`src/rtl/shift_reg_ctrl.sv`:
```
// Control FSM for a feedback delay line used by a radix-2 single-path delay
// feedback stage. Sequences fill, butterfly, drain and flush phases over
// half-frames of DELAY_LENGTH blocks and flags delay-line protocol misuse.
module shift_reg_ctrl #(
  parameter int unsigned DELAY_LENGTH = 16,
  localparam int unsigned IdxW = (DELAY_LENGTH > 1) ? $clog2(DELAY_LENGTH) : 1
) (
  input  logic            clk,
  input  logic            rstn,
  input  logic            din_valid,
  input  logic            flush,
  input  logic            sr_full,
  input  logic            sr_empty,
  output logic            sr_write,
  output logic            sr_read,
  output logic            fb_sel,
  output logic            out_valid,
  output logic            out_sel,
  output logic [IdxW-1:0] blk_idx,
  output logic            busy,
  output logic            err
);

  typedef enum logic [2:0] {
    StIdle,
    StFill,
    StBfly,
    StDrain,
    StFlush
  } state_e;

  localparam logic [IdxW-1:0] LastIdx = IdxW'(DELAY_LENGTH - 1);

  state_e          state_q, state_d;
  logic [IdxW-1:0] idx_q, idx_d;
  logic [IdxW-1:0] idx_inc;
  logic            is_last;
  logic            out_valid_q, out_sel_q, out_sel_d;
  logic            busy_q, err_q, err_d;
  logic            wr_raw, rd_raw;

  assign is_last = (idx_q == LastIdx);
  assign idx_inc = is_last ? '0 : idx_q + IdxW'(1);

  // Next-state, block index and raw delay-line strobes.
  always_comb begin
    state_d = state_q;
    idx_d   = idx_q;
    wr_raw  = 1'b0;
    rd_raw  = 1'b0;
    fb_sel  = 1'b0;
    unique case (state_q)
      StIdle: begin
        // flush is deliberately ignored: nothing is stored yet.
        if (din_valid) begin
          wr_raw = 1'b1;
          if (DELAY_LENGTH == 1) begin
            state_d = StBfly;
            idx_d   = '0;
          end else begin
            state_d = StFill;
            idx_d   = IdxW'(1);
          end
        end
      end
      StFill: begin
        if (din_valid) begin
          wr_raw = 1'b1;
          idx_d  = idx_inc;
          if (is_last) state_d = StBfly;
        end
      end
      StBfly: begin
        if (din_valid) begin
          rd_raw = 1'b1;
          wr_raw = 1'b1;
          fb_sel = 1'b1;
          idx_d  = idx_inc;
          if (is_last) state_d = StDrain;
        end
      end
      StDrain: begin
        if (din_valid) begin
          // Emit stored difference while refilling with the next half-frame.
          rd_raw = 1'b1;
          wr_raw = 1'b1;
          idx_d  = idx_inc;
          if (is_last) state_d = StBfly;
        end else if (flush) begin
          rd_raw  = 1'b1;
          idx_d   = idx_inc;
          state_d = is_last ? StIdle : StFlush;
        end
      end
      StFlush: begin
        // Reads continue unconditionally; incoming blocks are dropped.
        rd_raw = 1'b1;
        idx_d  = idx_inc;
        if (is_last) state_d = StIdle;
      end
      default: begin
        state_d = StIdle;
        idx_d   = '0;
      end
    endcase
  end

  // Strobes are suppressed while reset is asserted.
  always_comb begin
    sr_write  = wr_raw & rstn;
    sr_read   = rd_raw & rstn;
    out_sel_d = sr_read & (state_q != StBfly);
    err_d     = err_q
              | (sr_write & ~sr_read & sr_full)
              | (sr_read & sr_empty)
              | (din_valid & (state_q == StFlush));
  end

  // State and registered status; busy tracks the state being entered.
  always_ff @(posedge clk or negedge rstn) begin
    if (!rstn) begin
      state_q     <= StIdle;
      idx_q       <= '0;
      out_valid_q <= 1'b0;
      out_sel_q   <= 1'b0;
      busy_q      <= 1'b0;
      err_q       <= 1'b0;
    end else begin
      state_q     <= state_d;
      idx_q       <= idx_d;
      out_valid_q <= sr_read;
      out_sel_q   <= out_sel_d;
      busy_q      <= (state_d != StIdle);
      err_q       <= err_d;
    end
  end

  assign out_valid = out_valid_q;
  assign out_sel   = out_sel_q;
  assign blk_idx   = idx_q;
  assign busy      = busy_q;
  assign err       = err_q;

endmodule

```
`config.mk`:
```
export PLATFORM = sky130hd
export DESIGN_NAME = shift_reg_ctrl
export DESIGN_NICKNAME = d
export VERILOG_FILES = /design/src/rtl/shift_reg_ctrl.sv
export SDC_FILE = /design/constraint.sdc
export NUM_CORES = 1
export LEC_CHECK = 0
export CORE_MARGIN = 2
export CORE_UTILIZATION = 35
export CTS_CLUSTER_DIAMETER = 80
export DETAILED_ROUTE_END_ITERATION = 8
export GPL_TIMING_DRIVEN = 0
export SETUP_SLACK_MARGIN = 0.3
export SYNTH_ARGS = -nofsm -noshare
export SYNTH_HDL_FRONTEND = slang
export SYNTH_SLANG_ARGS = --single-unit
```
`constraint.sdc`:
```
create_clock -name clk -period 1.74 [get_ports clk]
set_input_delay 0.348 -clock clk [delete_from_list [all_inputs] [get_ports clk]]
set_output_delay 0.348 -clock clk [all_outputs]
set_load 0.02 [all_outputs]
```
==> impl_metrics.toml <==
[setup_path]
crit_path_end_kind = "primary output"
path_buf_inv = 2
crit_family = "simple AND/OR/NAND/NOR gates"
crit_chain = "buf_6, nor3b_4, a31oi_4, nor2b_2, buf_6"
critical_path_class = "reg2out"
crit_arrival_ps = 1440
rr_worst_depth = 7
cp.required_ps = 1390
critical_path.most_common_cell = "buf_6"
crit_fanout = 6
critPathLaunchType = "flop"
crit_slowest_cell = "dfrtp_1"
slowest_delay_ps = 400
path_depth = 5

[yosys]
synthTopCellsByArea = "dfrtp_1 (41%), nand3_1 (4.5%), nor3b_2 (3.8%)"
yosys_warnings = 0
synth_fa_ha_area_frac = 0.01880
yosys_most_used_dff = "dfrtp_1"
synth_cells = 70
synth_area_leader_cell = "dfrtp_1"
synthSimpleGateAreaFrac = 0.2763
synth_mux_area_frac = 0.01504
ys_seq_area_frac = 0.4135
syn_area_um2 = 665.6
synth-edff-count = 0
ys_ff_latch = 11
synth_xor_area_frac = 0
synth.net_count = 77
synth_top_family_by_area = "simple AND/OR/NAND/NOR gates"
avgSynthCellArea_um2 = 9.509
async_flop_share = 1.000
synth_compound_area_frac = 0.2143
synth.distinct_cells = 32
synth.top_cell.area_share = 0.4135

[routing]
wl_per_cell_um = 14.75
vias_per_cell = 5.469
route.detailed.drc = 0
drt_first_iter_violations = 21
drt_pass1_iterations = 4
postRouteAntennaNets = 0
num_vias = 700
wl_mm = 1.888

[placement]
portBuffers = 15
gp_congestion = 0.7988
pre_cts_slack_ps = -768.2
hpwl_mm = 1.096
dp.cells = 110

[status]
violations = "setup timing"
status = "finished, violations left"

[sta]
rsz0062_at_grt = "true"
slew_headroom = 0.7382
setup_ws_ps = -48.20
fin_skew_ps = 0.7763
hold_viol = 0
setup_viol = 1
fmax_ghz = 0.5592
slew_viol_final = 0
tightest_slew_ps = 390.1
finalCritPeriodShare = 1.028
setup_tns_ps = -48.20
finalCriticalPeriod_ps = 1788

[global_routing]
grt_pass1_wl_mm = 2.739
track_usage = 0.1808
grt_overflow = 0
grt_pass1_vias = 574
grt_antenna_before_repair = 0
grt_max_degree = 16

[floorplan]
start_util = 0.3773
die_h_um = 47.61
core_area_mm2 = 0.001764
ios = 17
die_w_um = 47.61
rows = 15
die-area_mm2 = 0.002267

[pwr]
ir_drop_mv = 0.6825
p_leak_nw = 0.4488
p_per_area_mw_per_mm2 = 1358

[cts]
cts.path.max_buffers = 2
clkLatencyLatePin_ps = 290
htreeDepth = 1
clk_pin_slew_worst_paths_ps = 70
tritoncts = "yes"
cts_buffers = 3
cts_root_buffer = "clkbuf_4"
cts_sinks = 11

[cells_and_area]
stdcell_count = 128
syn_to_final_growth_pct = 55.64
layout_common_cells = "buf_4 (13), dfrtp_1 (10), buf_6 (7)"
final_nets = 111
drive_gt1_frac = 0.3786
n_antenna_cell = 0
final_common_cell = "buf_4"

[job]
drv_cap = 0

[hold_path]
hold_class = "in2async"
[layer usage]
metal / wire, um / part of all wire / vias to the layer above / global-route usage
li1: - / - / 324 / -
met1: 803 / 0.43 / 338 / 0.2558
met2: 936 / 0.50 / 31 / 0.2514
met3: 102 / 0.054 / 7 / 0.05660
met4: 46 / 0.024 / 0 / 0.08108
met5: 0 / 0 / - / 0
[worst reg2reg max path: stages, from the launching register on]
cell	delay [ps]
dfrtp_1	400
buf_6	140
buf_4	130
buf_6	110
buf_6	120
a311o_1	360
nand4b_1	130
mux2i_1	80
[synth_stat cells (3+ instances only)]
master / instances
a31oi_1: 3
buf_2: 3
dfrtp_1: 11
nand2_1: 6
nand3_1: 6
nor2_1: 3
nor2b_1: 3
o21ai_0: 4
o21ai_1: 3
[flip-flops by register name (all words and copies together), names as in the netlist]
| name | flops |
|---|---|
| out_valid | 1 |
| blk_idx | 4 |
| out_sel | 1 |
| state_q | 3 |
| busy | 1 |
| err | 1 |
[power breakdown]
group	internal, W	switching [W]	total (W)
Clock	0.0000894	0.000102	0.000192
Combinational	0.000386	0.000403	0.000788
Sequential	0.000339	0.0000877	0.000427
Total	0.000814	0.000593	0.00141
[final cells by class]
class	instances	area, um2
well taps	25	31.28
clock buffers	4	26.28
inverters	2	7.507
fillers	161	728.2
repair buffers	29	250.2
flip-flops and latches	11	276.5
plain buffers	5	43.79
multi-input cells	52	400.4
[through the flow]
step	total power [W]	area, um2	utilization	hold WS, ps
2_1_floorplan	0.0008324	673.1	-	52.41
3_3_place_gp	0.001050	854.6	0.4844	502.1
3_5_place_dp	0.001057	854.6	0.4844	544.3
4_1_cts	0.001301	943.4	0.5348	60.31
5_1_grt	0.001501	1036	0.5872	65.84
6_report	0.001407	1036	0.5872	37.36
[cells by family after synthesis]
family          after synthesis
mux                           1
fa+ha+maj                     1
flops                        11
buf+inv                       7
simple gates                 31
compound gates               19
[final timing paths]
| path | from | end | slack [ps] |
|---|---|---|---|
| setup / recovery | state_q[0]$_DFF_PN0_ | sr_read | -50 |
| hold / removal | rstn | out_valid$_DFF_PN0_ | 40 |
| setup reg to reg | state_q[0]$_DFF_PN0_ | blk_idx[3]$_DFFE_PN0P_ | 160 |
| hold reg to reg | blk_idx[1]$_DFFE_PN0P_ | blk_idx[1]$_DFFE_PN0P_ | 550 |
| max in group asynchronous | rstn | blk_idx[2]$_DFFE_PN0P_ | 1440 |
| min in group clk | din_valid | busy$_DFF_PN0_ | 450 |
[what timing repair did]
item	in CTS	in global routing
pin swaps	2	6
resized for setup	32	17
hold buffers	0	0
buffers inserted	7	7
endpoints found under the setup margin	12	10
No activity file was read; power rests on OpenSTA's default activity.
==> edit 1, RTL diff (config.mk and constraints unchanged) <==
The parameter `DELAY_LENGTH` goes from 16 to 32.
--- a/src/rtl/shift_reg_ctrl.sv
+++ b/src/rtl/shift_reg_ctrl.sv
@@ -2,7 +2,7 @@
 // feedback stage. Sequences fill, butterfly, drain and flush phases over
 // half-frames of DELAY_LENGTH blocks and flags delay-line protocol misuse.
 module shift_reg_ctrl #(
-  parameter int unsigned DELAY_LENGTH = 16,
+  parameter int unsigned DELAY_LENGTH = 32,
   localparam int unsigned IdxW = (DELAY_LENGTH > 1) ? $clog2(DELAY_LENGTH) : 1
 ) (
   input  logic            clk,
Interface: changed (resized blk_idx); port bits go from 17 to 18. No check against the original RTL was run, so the function may have changed too.
==> edit 1 against the unedited design <==
- the flow still finishes with violations (setup timing)
- sequential cell count is 1 higher
- die area is 0.86% lower
- utilization is 3.4 points higher
- synthesized area is 0.94% lower
- count of clock-buffer cells in the layout is 1 lower
- critical path depth stayed put
- first-iteration DRC count is 86% lower
- setup slack worse by 0.017 ns
- largest power group unchanged
- total power is 12% lower
- cell area is 4.7% higher
- wire length is 22% lower
==> edit 1: results (changes against the unedited design) <==
status complete, but fails checks; Buffers on Ports 17 (+2); WL per Instance 11.81 um (-20%); Power Density 1148 nW/um2 (-15%); drt via density 4.976 (-9.0%); final setup violating endpoints 1 (unchanged); WL met2 659 um (-30%); Post-synth top cells 12 x dfrtp_1, 4 x a21oi_1, 4 x nand2_1; Worst EP arrival 1.46 ns (+0.02 ns); mux contribution to synthesized area 0% (-1.5 points); Seq. pwr 426 uW (about the same); clock power share 13.3% (-0.3 points); clk_lat worst skew 0.27 ns (-0.02 ns); M1 wire length 674 um (-16%); final setup skew 0.007315 ns (+0.006539 ns); routability cong. 0.7082 (-11%); post-synthesis sequential area ratio 45.54% (+4.2 points); vias in the first global route 496 (-14%); setup ws final -0.06516 ns (-0.01696 ns); GRT Total Usage 15.19% (-2.9 points); share of cells above drive strength 1 44.44% (+6.6 points); FILL cells 156 (-3.1%); Critical Path Source state_q[1]; reg2reg start blk_idx[1]; clk sinks 12 (+1); failing checks setup timing; leakage power 0.0004880 uW (+8.7%); Worst path max stage delay 0.37 ns (-0.03 ns); first-pass GRT wire length 2.297 mm (-16%); met1 GRT Util 18.97% (-6.6 points); Worst slew margin 75.37% (+1.5 points); Internal Power 780.8 uW (-4.1%); largest net degree at the start of global routing 17 (+1); top post-synthesis cells by area dfrtp_1 46%, a311oi_4 4.0%, ha_1 3.8%, a21oi_1 3.0%, or3_1 2.8%; Synth Instances 64 (-8.6%); worst vdd ir 0.7845 mV (+15%); pre-CTS setup slack -0.7472 ns (+0.02100 ns); Post-Synth Adder-Cell Area 3.795% (+1.9 points); metal3 WL 81 um (-21%); placed inst area 879.6 um2 (+2.9%); nets 109 (-1.8%); met2 global-route usage 23.24% (-1.9 points); max reg flops 5 (+1); Compound-Gate Fraction of Synth Area 25.81% (+4.4 points)
==> edit 1: logic make-up (layout without fill, tap and decap cells) <==
kind of cell	after synthesis	count (layout)
AOI/OAI and AO/OA	22	22
buffers and inverters	5	40
adders and majority gates	2	2
and+or+nand+nor	23	23
DFF	12	12
==> edit 1: cell type report <==
class | instances | area [um2] | area share [%]
inverters | 2 | 10.01 | 0.9227
plain buffers | 3 | 30.03 | 2.768
repair buffers | 32 | 291.5 | 26.87
multi-input cells | 47 | 395.4 | 36.45
flip-flops and latches | 12 | 304.0 | 28.03
well taps | 25 | 31.28 | 2.884
clock buffers | 3 | 22.52 | 2.076
==> edit 1: repair_timing <==
| action | CTS | global route |
|---|---|---|
| cloned | 0 | 0 |
| buffers inserted | 9 | 6 |
| setup endpoints to repair | 20 | 13 |
| hold endpoints to repair | 0 | 0 |
| gates resized for setup | 42 | 12 |
| pin swaps | 2 | 3 |
==> edit 2, RTL diff (config.mk and constraints unchanged) <==
Made on the original files. The 5 states of `state_e` get a one-hot encoding in 5 bits.
--- a/src/rtl/shift_reg_ctrl.sv
+++ b/src/rtl/shift_reg_ctrl.sv
@@ -21,12 +21,12 @@
   output logic            err
 );
 
-  typedef enum logic [2:0] {
-    StIdle,
-    StFill,
-    StBfly,
-    StDrain,
-    StFlush
+  typedef enum logic [4:0] {
+    StIdle  = 5'b00001,
+    StFill  = 5'b00010,
+    StBfly  = 5'b00100,
+    StDrain = 5'b01000,
+    StFlush = 5'b10000
   } state_e;
 
   localparam logic [IdxW-1:0] LastIdx = IdxW'(DELAY_LENGTH - 1);
Formal check against the unedited RTL: same outputs for any inputs over 10 cycles, from zero or initial values and one cycle with rstn low; not proved beyond that.
==> edit 2 against the unedited design <==
- the flow still finishes with violations (setup timing)
- setup slack worse by 0.41 ns
- total power grew 6.5%
- register-to-register slack lost 0.50 ns
- cell area is 31% higher
- synthesized area increased by 31%
- sequential cell count increased by 2
- combinational power rose by 12%
- wire length grew 22%
- die area rose by 28%
- critical endpoint unchanged
==> edit 2: results (changes against the unedited design) <==
combinational power 881 uW (+12%); mux contribution to synthesized area 1.148% (-0.36 points); Setup TNS -2.678 ns (-2.630 ns); switching pwr 580.6 uW (-2.1%); first-pass GRT wire length 3.691 mm (+35%); FILL cells 239 (+48%); post-synthesis sequential area ratio 37.45% (-3.9 points); Worst slew margin 51.20% (-23 points); largest net degree at the start of global routing 18 (+2); met1 GRT Util 21.13% (-4.4 points); status complete, but fails checks; CP max stage cell or4b_4; ant diodes 0 (unchanged); GR Util met3 5.000% (-0.66 points); remaining antenna violation count 0 (unchanged); share of cells above drive strength 1 42.97% (+5.1 points); Biggest register state_q; worst vdd ir 0.5997 mV (-12%); Post-synth top cells 12 x dfrtp_1, 9 x nor2_1, 6 x nand2_1; WL met2 1.208 mm (+29%); pre-CTS setup slack -0.9371 ns (-0.1689 ns); routability cong. 0.8288 (+3.8%); GRT Total Usage 17.72% (-0.37 points); count of non-filler cells in the finished layout 158 (+23%); M1 wire length 1.006 mm (+25%); clock power share 13.1% (-0.5 points); hpwl dp 1.509 mm (+38%); Top Layer Used met4; syn nets 100 (+30%); Synth Instances 93 (+33%); largest family of logic cells by synthesized area simple AND/OR/NAND/NOR gates; drt via density 5.519 (+0.92%); combinational share of power 58.8% (+2.8 points); nets 136 (+23%); failing checks setup timing; metal3 WL 64 um (-37%); initial antenna violation count 0 (unchanged); H-tree Lvls 1 (unchanged); final setup skew 0.005101 ns (+0.004325 ns); placed inst area 1125 um2 (+32%); WL per Instance 14.63 um (-0.84%); Post-Synth Adder-Cell Area 1.435% (-0.44 points); Iteration-0 DRC Markers 14 (-33%); Buffers on Ports 16 (+1); TritonCTS buffer count 3 (unchanged); met2 global-route usage 30.28% (+5.1 points); Yosys cell types 44 (+38%); Compound-Gate Fraction of Synth Area 23.53% (+2.1 points); leakage power 0.0006342 uW (+41%); Worst path max stage delay 0.51 ns (+0.11 ns); vias in the first global route 844 (+47%); Worst EP arrival 1.86 ns (+0.42 ns); setup ws final -0.4630 ns (-0.4148 ns); top post-synthesis cells by area dfrtp_1 34%, nor2_1 3.9%, o32ai_4 3.2%, dfstp_2 3.0%, a22o_1 3.0%; final setup violating endpoints 9 (+8); CP Max Fanout 3 (-3); Clk pin slew, worst setup/hold paths 0.09 ns (+0.02 ns); max reg flops 5 (+1); Synth Area in XOR/XNOR 2.009% (+2.0 points)
## edit 2: final cells by class
cell class              instances  area, um2  area share [%]
clock buffers                   4      26.28           1.939
plain buffers                   7      66.31           4.894
inverters                       3      16.27           1.200
well taps                      30      37.54           2.770
repair buffers                 31      287.8           21.24
flip-flops and latches         13      329.1           24.28
multi-input cells              70      591.8           43.67
## edit 2: path summary, 6_finish.rpt
| path | end | slack [ns] | cells after the start | startpoint |
|---|---|---|---|---|
| hold / removal | out_valid | 0.23 | 1 | rstn |
| setup / recovery | sr_read | -0.46 | 7 | state_q[1] |
| setup reg to reg | blk_idx[3] | -0.34 | 8 | state_q[1] |
| max in group asynchronous | blk_idx[1] | 1.00 | 1 | rstn |
| hold reg to reg | err | 0.48 | 1 | err |
| min in group clk | err | 0.48 | 1 | err |
## edit 2: timing repair
item / in CTS / in global routing
gates resized for setup: 41 / 14
setup endpoints to repair: 22 / 17
buffers inserted: 9 / 6
cloned: 0 / 0
pin swaps: 8 / 15
